<file path="config.mk">
export PLATFORM = sky130hd
export DESIGN_NAME = bcp_implication_queue
export DESIGN_NICKNAME = d
export VERILOG_FILES = /design/src/rtl/sat_pkg.sv /design/src/rtl/implication_fifo.sv /design/src/rtl/bcp_implication_queue.sv
export SDC_FILE = /design/constraint.sdc
export NUM_CORES = 1
export LEC_CHECK = 0
export BUFFER_PORTS_ARGS = -buffer_cell sky130_fd_sc_hd__buf_2
export CAP_MARGIN = 15
export CORE_UTILIZATION = 31
export DETAILED_ROUTE_END_ITERATION = 7
export PLACE_DENSITY = 0.47
export SYNTH_ARGS = -nofsm -noshare
export SYNTH_HDL_FRONTEND = slang
export SYNTH_SLANG_ARGS = --single-unit
</file>
<file path="constraint.sdc">
create_clock -name clock -period 6.1 [get_ports clock]
set_input_delay 0.915 -clock clock [delete_from_list [all_inputs] [get_ports clock]]
set_output_delay 0.915 -clock clock [all_outputs]
set_load 0.05 [all_outputs]
</file>
<file path="src/rtl/sat_pkg.sv">
// Shared types and sizing for the BCP implication queue and its FIFO.
package sat_pkg;

  localparam int NUM_VARIABLE = 128;
  localparam int VAR_W        = 7;
  localparam int CLAUSE_W     = 10;
  localparam int DEPTH        = 16;
  localparam int PTR_W        = $clog2(DEPTH);
  localparam int CNT_W        = PTR_W + 1;

  localparam logic [CNT_W-1:0] FULL_COUNT = CNT_W'(DEPTH);

  typedef struct packed {
    logic [VAR_W-1:0]    var_idx;
    logic                val;
    logic [CLAUSE_W-1:0] clause;
  } implication_t;

  // Advance a FIFO pointer; wraps naturally because DEPTH is a power of two.
  function automatic logic [PTR_W-1:0] ptr_inc(input logic [PTR_W-1:0] p);
    return p + {{(PTR_W-1){1'b0}}, 1'b1};
  endfunction

endpackage

</file>
<file path="src/rtl/implication_fifo.sv">
// Synchronous FIFO of implications with exact occupancy count and synchronous clear.
// Storage is cleared too so the head fields read as zero after a clear.
module implication_fifo
  import sat_pkg::*;
(
  input  logic              clock,
  input  logic              clear,
  input  logic              push,
  input  logic              pop,
  input  implication_t      din,
  output implication_t      dout,
  output logic              full,
  output logic              empty,
  output logic [CNT_W-1:0]  count
);

  implication_t     mem [DEPTH];
  logic [PTR_W-1:0] head;
  logic [PTR_W-1:0] tail;
  logic             do_push;
  logic             do_pop;

  assign full    = (count == FULL_COUNT);
  assign empty   = (count == {CNT_W{1'b0}});
  assign do_push = push & ~full;
  assign do_pop  = pop & ~empty;
  assign dout    = mem[head];

  // Storage write, pointer advance and occupancy tracking.
  always_ff @(posedge clock) begin
    if (clear) begin
      head  <= {PTR_W{1'b0}};
      tail  <= {PTR_W{1'b0}};
      count <= {CNT_W{1'b0}};
      for (int i = 0; i < DEPTH; i++) begin
        mem[i] <= {$bits(implication_t){1'b0}};
      end
    end else begin
      if (do_push) begin
        mem[tail] <= din;
        tail      <= ptr_inc(tail);
      end
      if (do_pop) begin
        head <= ptr_inc(head);
      end
      case ({do_push, do_pop})
        2'b10:   count <= count + {{(CNT_W-1){1'b0}}, 1'b1};
        2'b01:   count <= count - {{(CNT_W-1){1'b0}}, 1'b1};
        default: count <= count;
      endcase
    end
  end

endmodule

</file>
<file path="src/rtl/bcp_implication_queue.sv">
// Buffers clause-evaluator implications for the assignment stage, collapses
// duplicates of a pending variable and latches the first conflict seen.
module bcp_implication_queue
  import sat_pkg::*;
(
  input  logic                clock,
  input  logic                reset,
  input  logic                flush,
  input  logic                in_valid,
  output logic                in_ready,
  input  logic                in_unit,
  input  logic                in_falsified,
  input  logic [VAR_W-1:0]    in_var,
  input  logic                in_val,
  input  logic [CLAUSE_W-1:0] in_clause,
  output logic                out_valid,
  input  logic                out_ready,
  output logic [VAR_W-1:0]    out_var,
  output logic                out_val,
  output logic [CLAUSE_W-1:0] out_clause,
  output logic                conflict,
  output logic [VAR_W-1:0]    conflict_var,
  output logic [CLAUSE_W-1:0] conflict_clause,
  output logic [CNT_W-1:0]    count
);

  logic [NUM_VARIABLE-1:0] pending;
  logic [NUM_VARIABLE-1:0] pend_val;
  implication_t            head_entry;
  implication_t            new_entry;
  logic                    fifo_full;
  logic                    fifo_empty;
  logic                    clear;
  logic                    accept;
  logic                    pop;
  logic                    pop_same;
  logic                    push_en;
  logic                    raise;

  assign clear     = reset | flush;
  assign in_ready  = ~fifo_full | conflict;
  assign out_valid = ~fifo_empty & ~conflict;
  assign accept    = in_valid & in_ready;
  assign pop       = out_valid & out_ready;
  assign pop_same  = pop & (head_entry.var_idx == in_var);
  assign new_entry = '{var_idx: in_var, val: in_val, clause: in_clause};

  assign out_var    = head_entry.var_idx;
  assign out_val    = head_entry.val;
  assign out_clause = head_entry.clause;

  // Classify an accepted evaluator result against the registered pending map.
  // A same-value hit on the variable leaving the head this cycle re-enqueues.
  always_comb begin
    push_en = 1'b0;
    raise   = 1'b0;
    if (accept && !conflict) begin
      if (in_falsified) begin
        raise = 1'b1;
      end else if (in_unit) begin
        if (!pending[in_var]) begin
          push_en = 1'b1;
        end else if (pend_val[in_var] != in_val) begin
          raise = 1'b1;
        end else if (pop_same) begin
          push_en = 1'b1;
        end else begin
          push_en = 1'b0;
        end
      end else begin
        push_en = 1'b0;
      end
    end else begin
      push_en = 1'b0;
    end
  end

  implication_fifo u_fifo (
    .clock (clock),
    .clear (clear),
    .push  (push_en),
    .pop   (pop),
    .din   (new_entry),
    .dout  (head_entry),
    .full  (fifo_full),
    .empty (fifo_empty),
    .count (count)
  );

  // Pending bitmap: pop clears the head variable, a push in the same cycle wins.
  always_ff @(posedge clock) begin
    if (clear) begin
      pending  <= {NUM_VARIABLE{1'b0}};
      pend_val <= {NUM_VARIABLE{1'b0}};
    end else begin
      if (pop) begin
        pending[head_entry.var_idx] <= 1'b0;
      end
      if (push_en) begin
        pending[in_var]  <= 1'b1;
        pend_val[in_var] <= in_val;
      end
    end
  end

  // Sticky conflict capture; only the first conflict's details are kept.
  always_ff @(posedge clock) begin
    if (clear) begin
      conflict        <= 1'b0;
      conflict_var    <= {VAR_W{1'b0}};
      conflict_clause <= {CLAUSE_W{1'b0}};
    end else if (raise) begin
      conflict        <= 1'b1;
      conflict_var    <= in_falsified ? {VAR_W{1'b0}} : in_var;
      conflict_clause <= in_clause;
    end else begin
      conflict        <= conflict;
      conflict_var    <= conflict_var;
      conflict_clause <= conflict_clause;
    end
  end

endmodule

</file>
-- After elaboration in Yosys (flattened, before gate mapping)
Memories as Yosys holds them, arrays and structs flattened. A register that Yosys moved wholly into a read port is not among the register bits.
Index checks and enable logic that the tools add are counted.
- add/subtract/negate cells: 4
- $mul: 0
- div/mod/pow operators: 0
- magnitude comparators: 4
- eq/ne operators: 5
- shifts and indexed selects: 0
- mux-type cells: 35
- bitwise logic cells: 14
- reduce and logical (&&, ||, !) cells: 7
- operator list (kind ; number):
    two-way mux 128 bit ; 3
    AND 128 bit ; 1
    bitwise mux 128 bit ; 1
    NOT 128 bit ; 1
    OR 128 bit ; 1
    two-way mux 1 bit ; 21
    two-way mux 18 bit ; 1
    OR reduction 18 bit ; 1
    < comparator 7 x 8 -> 1 bit, second input constant ; 2
    binary-select mux 1 bit (select 7 bit) ; 2
    demux 1 bit (select 7 bit) ; 2
    >= comparator 7 x 1 -> 1 bit, second input constant ; 2
    two-way mux 4 bit ; 3
    case mux 5 bit (2 select lines) ; 1
    adder 4 x 1 -> 4 bit, second input constant ; 2
    == test 7 bit ; 1
    two-way mux 7 bit ; 1
    AND 1 bit ; 6
    adder 5 x 1 -> 5 bit, second input constant ; 1
    == test 5 bit, second input constant ; 1
    logical NOT 5 bit ; 1
    subtractor 5 x 1 -> 5 bit, second input constant ; 1
    logical AND 1 bit ; 3
    NOT 1 bit ; 3
    other kinds (6) ; 7
- register bits after elaboration: 287
- bits in latches: 0
- memory bits (writable): 288
- ROM bits: 0
- output and inout port bits: 43
- logic and storage cells: 78
- memories kept: 1
- memories (memory ; depth ; bits a word ; rd ports ; clocked after Yosys merged registers in ; write ports ; RTL line ; source):
    u_fifo.mem ; 16 ; 18 ; 1 ; 1 ; 16 ; implication_fifo.sv:17 ; implication_t mem [DEPTH];

-- Longest topological paths before layout
Gate-level depths: netlist of the first run.
- depth after elaboration: 17
- gate-level depth with buffers: 24
- mapped depth without buffers: 18

-- By module
Synthesis of the first run repeated with hierarchy kept, for this count alone.
- cells, all modules: 2405
- area, all modules: 26845.7 µm²
- by module, submodules not included (module ; times used ; cells each ; area each (µm²)):
    implication_fifo ; 1 ; 959 ; 13837.0
    bcp_implication_queue ; 1 ; 1446 ; 13008.7

-- Worst setup path after synthesis of the first run
No wires, ideal clock.
- path kind: input-to-reg
- from: input in_var[0]
- to: memory u_fifo.mem[10][0] (netlist bit) (enable)
- data arrival time: 4.519 ns
- data required time: 5.682 ns
- path slack: 1.163 ns
- cell stages on the path: 13
- path buffers: 4
- cells stage by stage: buf_2 buf_2 mux2_2 a221oi_1 o21ai_0 o211a_1 o32ai_1 o21ai_1 o31ai_2 buf_4 nand4b_2 buf_6 o21ai_0
- RTL lines (item ; RTL line ; source):
    start: declaration ; bcp_implication_queue.sv:13 ; input logic [VAR_W-1:0] in_var,
    end: declaration ; implication_fifo.sv:17 ;

==> flow_metrics.tcl, run 1 <==
set metrics [dict create \
    first_pass_iters 6 \
    setup_tns_ns 0 \
    start_kind "input pin" \
    leakage_nw 11.0 \
    grt_pass1_wl_um 133000 \
    p_int_mw 6.60 \
    drtAntennaViolNets 0 \
    n_fill_cell 8297 \
    design_area_um2 30300 \
    crit_buf_inv 4 \
    critPathTopFamily "simple AND/OR/NAND/NOR gates" \
    finalHoldViolations 0 \
    fin_util_pct 36.2 \
    yosysWarnings 0 \
    ys_ff_latch 579 \
    swShare_pct 24.4 \
    crit_arrival_ns 5.70 \
    synth_top_area_share_pct 32.9 \
    placed_area_um2 28100 \
    cts_tree "built" \
    power.density_nw_per_um2 289 \
    synthCells 2395 \
    synth.avg_cell_area_um2 11.0 \
    drtIter0Drc 1785 \
    ir_drop_uv 161 \
    min_path_type "reg2reg" \
    overflow 0 \
    die-area_um2 85900 \
    drv_slew 0 \
    power_frac_comb_pct 6.7 \
    die_x_um 293 \
    crit_required_ns 6.40 \
    nets 2461 \
    setup_viol 0 \
    dp_hpwl_um 56300 \
    fmax_mhz 185 \
    cp_cell_sequence "buf_2, nor2b_2, a22oi_1, a21oi_1, o41ai_1, nand4_1, xnor2_1, buf_4, o31ai_4, buf_12, nand4b_4, o21ai_2, buf_12" \
    cp-end-kind "register" \
    num_vias 19900 \
    gp_congestion 0.855 \
    worst-path-max-fanout 136 \
    synth_cell_types 60 \
    synthToLayoutAreaGrowth_pct 15.2 \
    grt_max_degree 137 \
    fp-row-count 106 \
    rsz0062_at_grt "no" \
    io_buffers 67 \
    cts_buffer_depth 3 \
    grt_usage_pct 20.7 \
    cts_setup_buffers 0 \
    crit_slowest_cell "nor2b_2" \
    maxCapViolCount 0 \
    synth_top_area_cell "edfxtp_1" \
    cpMostUsedCell "buf_12" \
    clk_latency_ns 0.62 \
    critPathKind "in2reg" \
    cts.repair.resized 0 \
    p_sw_mw 2.13 \
    status "finished clean" \
    syn_area_um2 26300 \
    finalCriticalPeriod_ns 5.41 \
    ys.flop_type "dfxtp_1" \
    synthArstFlopShare_pct 0 \
    wirelength_um 89400 \
    mostFrequentLayoutCells "329 x nor2_1, 288 x edfxtp_1, 287 x dfxtp_1" \
    floorplan.initialDensity_pct 31.4 \
    slew_headroom_pct 16.4 \
    synth-seq-area-share_pct 55.1 \
    clkPwrFrac_pct 45.4 \
    drc_errors 0 \
    power_mw 8.74 \
    max_stage_delay_ns 1.07 \
    grt_pass1_vias 19900 \
    synth_edf_count 288 \
    skew_ns 0.0272 \
    finalCritPeriodShare_pct 88.6 \
    drive_above_1_share_pct 16.3 \
    hold_buffers 0 \
    vias_per_cell 5.50 \
    fp.dieH_um 293 \
    io_pins 68 \
    clock-sinks 579 \
    seqPwrFrac_pct 47.9 \
    h-tree-depth 3 \
    worst_pin_slew_ns 1.25 \
    design.core.area_um2 83700 \
    path_clk_slew_ns 0.06 \
    numCtsBuffers 68 \
    antenna_found_initial 3 \
    syn_nets 2429 \
    synthTopCellsByArea "edfxtp_1 33%, dfxtp_1 22%, mux2i_1 8.6%, mux4_2 7.5%, nor2_1 4.8%" \
    wl_per_cell_um 24.8 \
    layout_commonest_cell "nor2_1" \
    root_buffer "clkbuf_16" \
]
-- worst min-delay path, stage by stage (launching register included) --
cell	delay [ns]
dfxtp_1	0.30
nand2_1	0.05
mux2i_1	0.06
-- flip-flops by register name, indices dropped and copies added, names as in the netlist, named ones only --
signal and count:
pending 128, pend_val 128, u_fifo.count 5, conflict_var 7, conflict 1, u_fifo.mem 288
u_fifo.tail 4, u_fifo.head 4, conflict_clause 10
-- synth_stat cells, types with 6 or more instances --
cell type and n:
xor2_1 7, buf_4 21, nor2b_1 6, buf_6 15, nor2_1 338, mux4_2 87
buf_1 12, mux2_2 14, a21oi_1 160, nand4_1 132, xnor2_1 15, a22o_1 12
inv_1 21, mux2i_1 225, a22oi_1 43, buf_2 38, nand3_1 13, dfxtp_1 291
a221oi_1 20, edfxtp_1 288, clkbuf_1 115, nand2_1 269, nor3_1 9, ha_1 9
o21ai_0 168
-- through the flow --
step | worst slack, ns | std cells | hold WS, ns
detailed placement | 0.340 | 3490 | 0.452
floorplan | 1.16 | 2395 | 0.438
CTS | 0.958 | 3611 | 0.460
global placement | 0.409 | 3490 | 0.445
global route | 0.673 | 3613 | 0.478
finish | 0.695 | 3613 | 0.458
-- path summary, 6_finish.rpt --
check,cells past startpoint,endpoint,start,slack (ns)
max,13,u_fifo.mem[9][10]$_SDFFCE_PN0P_,in_var[2],0.69
max reg2reg,12,u_fifo.mem[9][10]$_SDFFCE_PN0P_,register,0.83
min,2,pend_val[120]$_SDFFE_PP0P_,pend_val[120]$_SDFFE_PP0P_,0.46
min reg2reg,2,pend_val[120]$_SDFFE_PP0P_,pend_val[120]$_SDFFE_PP0P_,0.46
-- layer usage --
layer | up-vias | part of all wire (%) | GRT usage (%) | wire [um]
li1 | 8853 | - | - | -
met1 | 10100 | 42 | 27.2 | 37700
met5 | - | 0.0089 | 0 | 8
met4 | 2 | 3.2 | 7.21 | 2840
met2 | 700 | 49 | 34.9 | 43600
met3 | 175 | 5.8 | 2.81 | 5230
-- kinds of logic after synthesis --
family                     count (synthesis)  share of synthesized area, %
and+or+nand+nor                          802                          13.4
DFF                                      579                          55.1
AOI/OAI and AO/OA                        431                          9.47
muxes                                    327                          16.7
buffers and inverters                    225                          4.13
xor gates and xnor gates                  22                         0.734
adders and majority gates                  9                         0.429
-- power by group through the flow --
stage               registers (mW)  clock network, mW  logic, mW
floorplan                     4.27                  0      0.332
CTS                           4.19               4.03      0.582
finish                        4.19               3.96      0.586
global route                  4.19               4.18      0.612
detailed placement            4.27                  0      0.581
global placement              4.27                  0      0.578
-- area by class of cell --
class / count / area [um^2] / area share, %
Antenna cell: 1 / 2.50 / 0.00827
Multi-Input combinational cell: 1591 / 10900 / 36.0
Inverter: 24 / 90.1 / 0.298
Clock inverter: 32 / 233 / 0.769
Sequential cell: 579 / 14500 / 47.9
Tap cell: 1134 / 1420 / 4.69
Clock buffer: 89 / 1900 / 6.29
Timing Repair Buffer: 163 / 1240 / 4.11
Power figures use the tool's default switching activity.
==> inputs of run 2 (changes only) <==
--- a/config.mk
+++ b/config.mk
@@ -7,9 +7,12 @@
 export LEC_CHECK = 0
 export BUFFER_PORTS_ARGS = -buffer_cell sky130_fd_sc_hd__buf_2
 export CAP_MARGIN = 15
+export CELL_PAD_IN_SITES_DETAIL_PLACEMENT = 1
+export CELL_PAD_IN_SITES_GLOBAL_PLACEMENT = 1
 export CORE_UTILIZATION = 31
 export DETAILED_ROUTE_END_ITERATION = 7
-export PLACE_DENSITY = 0.47
+export GPL_ROUTABILITY_DRIVEN = 0
+export PLACE_DENSITY = 0.55
 export SYNTH_ARGS = -nofsm -noshare
 export SYNTH_HDL_FRONTEND = slang
 export SYNTH_SLANG_ARGS = --single-unit
==> constraint.sdc (replaced) <==
create_clock -name clock -period 6.1 [get_ports clock]
set_input_delay 0.915 -clock clock [delete_from_list [all_inputs] [get_ports clock]]
set_output_delay 0.915 -clock clock [all_outputs]
set_load 0.1 [all_outputs]
==> run 2 against run 1 <==
  * Global-route usage increased by 1.5 points
  * Total power increased by 3.6%
  * Setup slack improved by 0.24 ns
  * Register-to-register slack improved by 0.10 ns
  * First-iteration DRC count decreased by 18%
  * Non-clock buffer count increased by 4
  * Critical path depth increased by 6
  * Worst hold slack improved by 0.0041 ns
  * Highest routed layer is now met4
==> flow_metrics.tcl, run 2 (same netlist as run 1, synthesis figures left out) <==
set metrics [dict create \
    cts_tree "built" \
    status "finished clean" \
    drv_slew 0 \
    cts_buffer_depth 3 \
    drtAntennaViolNets 0 \
    path_clk_slew_ns 0.06 \
    layout_commonest_cell "nor2_1" \
    rsz0062_at_grt "no" \
    overflow 0 \
    timing.rr.end "u_fifo.count[4]$_SDFFE_PP0P_" \
    first_pass_iters 7 \
    cts.repair.resized 0 \
    num_vias 19900 \
    fp-row-count 106 \
    h-tree-depth 3 \
    setup_viol 0 \
    clock-sinks 579 \
    min_path_type "reg2reg" \
    largest_reg_flops 288 \
    setup_tns_ns 0 \
    dp_hpwl_um 60400 \
    synthToLayoutAreaGrowth_pct 15.4 \
    ir_drop_uv 229 \
    numCtsBuffers 68 \
    reg2reg_depth 19 \
    finalCriticalPeriod_ns 5.17 \
    drc_errors 0 \
    floorplan.initialDensity_pct 31.4 \
    die_x_um 293 \
    io_buffers 67 \
    fin_util_pct 36.2 \
    cp-endpoint "u_fifo.count[4]$_SDFFE_PP0P_" \
    worst-path-max-fanout 20 \
    post-place-ws_ns 0.672 \
    grt_usage_pct 22.2 \
    finalHoldViolations 0 \
    mostFrequentLayoutCells "329 x nor2_1, 288 x edfxtp_1, 287 x dfxtp_1" \
    worst_pin_slew_ns 1.25 \
    maxCapViolCount 0 \
    power.density_nw_per_um2 299 \
    root_buffer "clkbuf_16" \
    skew_ns 0.0304 \
    antenna_found_initial 5 \
    grt_pass1_wl_um 141000 \
    design.core.area_um2 83700 \
    vias_per_cell 5.51 \
    nets 2465 \
    whs_path_depth 2 \
    start_kind "register" \
    crit_arrival_ns 5.69 \
    setup_ws_ns 0.934 \
    regMostFlops "u_fifo.mem" \
    rrSetupSlack_ns 0.93 \
    clk_latency_ns 0.62 \
    cts_setup_buffers 0 \
    critPathKind "reg2reg" \
    die-area_um2 85900 \
    io_pins 68 \
    hold_buffers 0 \
    wl_per_cell_um 26.4 \
    drtIter0Drc 1462 \
    leakage_nw 11.0 \
    drive_above_1_share_pct 16.9 \
    slew_headroom_pct 16.5 \
    fp.dieH_um 293 \
    grt_pass1_vias 21100 \
    largestRegisters "u_fifo.mem (288), pend_val (128), pending (128)" \
    crit_required_ns 6.62 \
    fmax_mhz 194 \
    wirelength_um 95700 \
    finalCritPeriodShare_pct 84.7 \
    cp-end-kind "register" \
    grt_max_degree 133 \
]
==> run 2: cell types whose count changed in the layout (fill, tap and decap cells not counted), moves of 3 or more <==
cell       delta
buf_4        +16
bufinv_16     +6
clkinv_2      +3
buf_12       -11
clkinv_1     -12
==> run 2: cell type report <==
class,count,area [um^2]
Fill cell,9151,53400
Timing Repair Buffer,167,1130
Clock inverter,33,409
Clock buffer,90,1890
Inverter,24,90.1
Sequential cell,579,14500
Antenna cell,3,7.51
Tap cell,1134,1420
Multi-Input combinational cell,1591,10900
==> run 2: stage by stage <==
step,total power [mW],std cells,hold slack [ns],cell area (um^2)
floorplan,4.64,2395,0.438,26300
global placement,4.88,3495,0.444,28000
detailed placement,4.89,3495,0.457,28000
CTS,9.13,3618,0.466,30300
global route,9.30,3618,0.483,30300
finish,9.05,3621,0.463,30300
==> run 2: how the worst min path moves through the flow <==
stage                               startpoint                    endpoint  slack, ns
finish                pend_val[4]$_SDFFE_PP0P_    pend_val[4]$_SDFFE_PP0P_       0.46
global route        pend_val[117]$_SDFFE_PP0P_  pend_val[117]$_SDFFE_PP0P_       0.48
CTS                  pend_val[63]$_SDFFE_PP0P_   pend_val[63]$_SDFFE_PP0P_       0.47
detailed placement   pend_val[63]$_SDFFE_PP0P_   pend_val[63]$_SDFFE_PP0P_       0.46
global placement     pend_val[40]$_SDFFE_PP0P_   pend_val[40]$_SDFFE_PP0P_       0.44
floorplan           pend_val[104]$_SDFFE_PP0P_  pend_val[104]$_SDFFE_PP0P_       0.44
==> run 2: worst max-delay path, cell delays in order, from the launching register on <==
cell	delay (ns)
dfxtp_2	0.84
buf_4	0.38
mux4_2	0.54
mux2i_1	0.20
nand2_1	0.08
o21ai_0	0.35
xnor2_1	0.21
nand4_1	0.18
o31ai_4	0.32
and2_1	0.23
inv_1	0.09
ha_1	0.22
xor2_1	0.16
ha_1	0.22
o21ai_0	0.18
a21oi_1	0.09
a21oi_1	0.19
xor2_1	0.11
or3_1	0.31
a21oi_1	0.16
==> run 2: where the power goes <==
| group | internal [mW] | total, mW | switching (mW) |
|---|---|---|---|
| Sequential | 4.16 | 4.19 | 0.0270 |
| Clock | 2.53 | 4.24 | 1.71 |
| Combinational | 0.147 | 0.619 | 0.472 |
| Total | 6.84 | 9.05 | 2.21 |
==> run 2: layer usage <==
| metal | global-route usage (%) | part of all wire, % | vias to the layer above | routed length (um) |
|---|---|---|---|---|
| li1 | - | - | 8875 | - |
| met3 | 2.99 | 4.8 | 190 | 4620 |
| met1 | 28.5 | 43 | 10300 | 40700 |
| met4 | 8.50 | 3.7 | 0 | 3540 |
| met2 | 37.9 | 49 | 585 | 46800 |
| met5 | 0 | 0 | - | 0 |
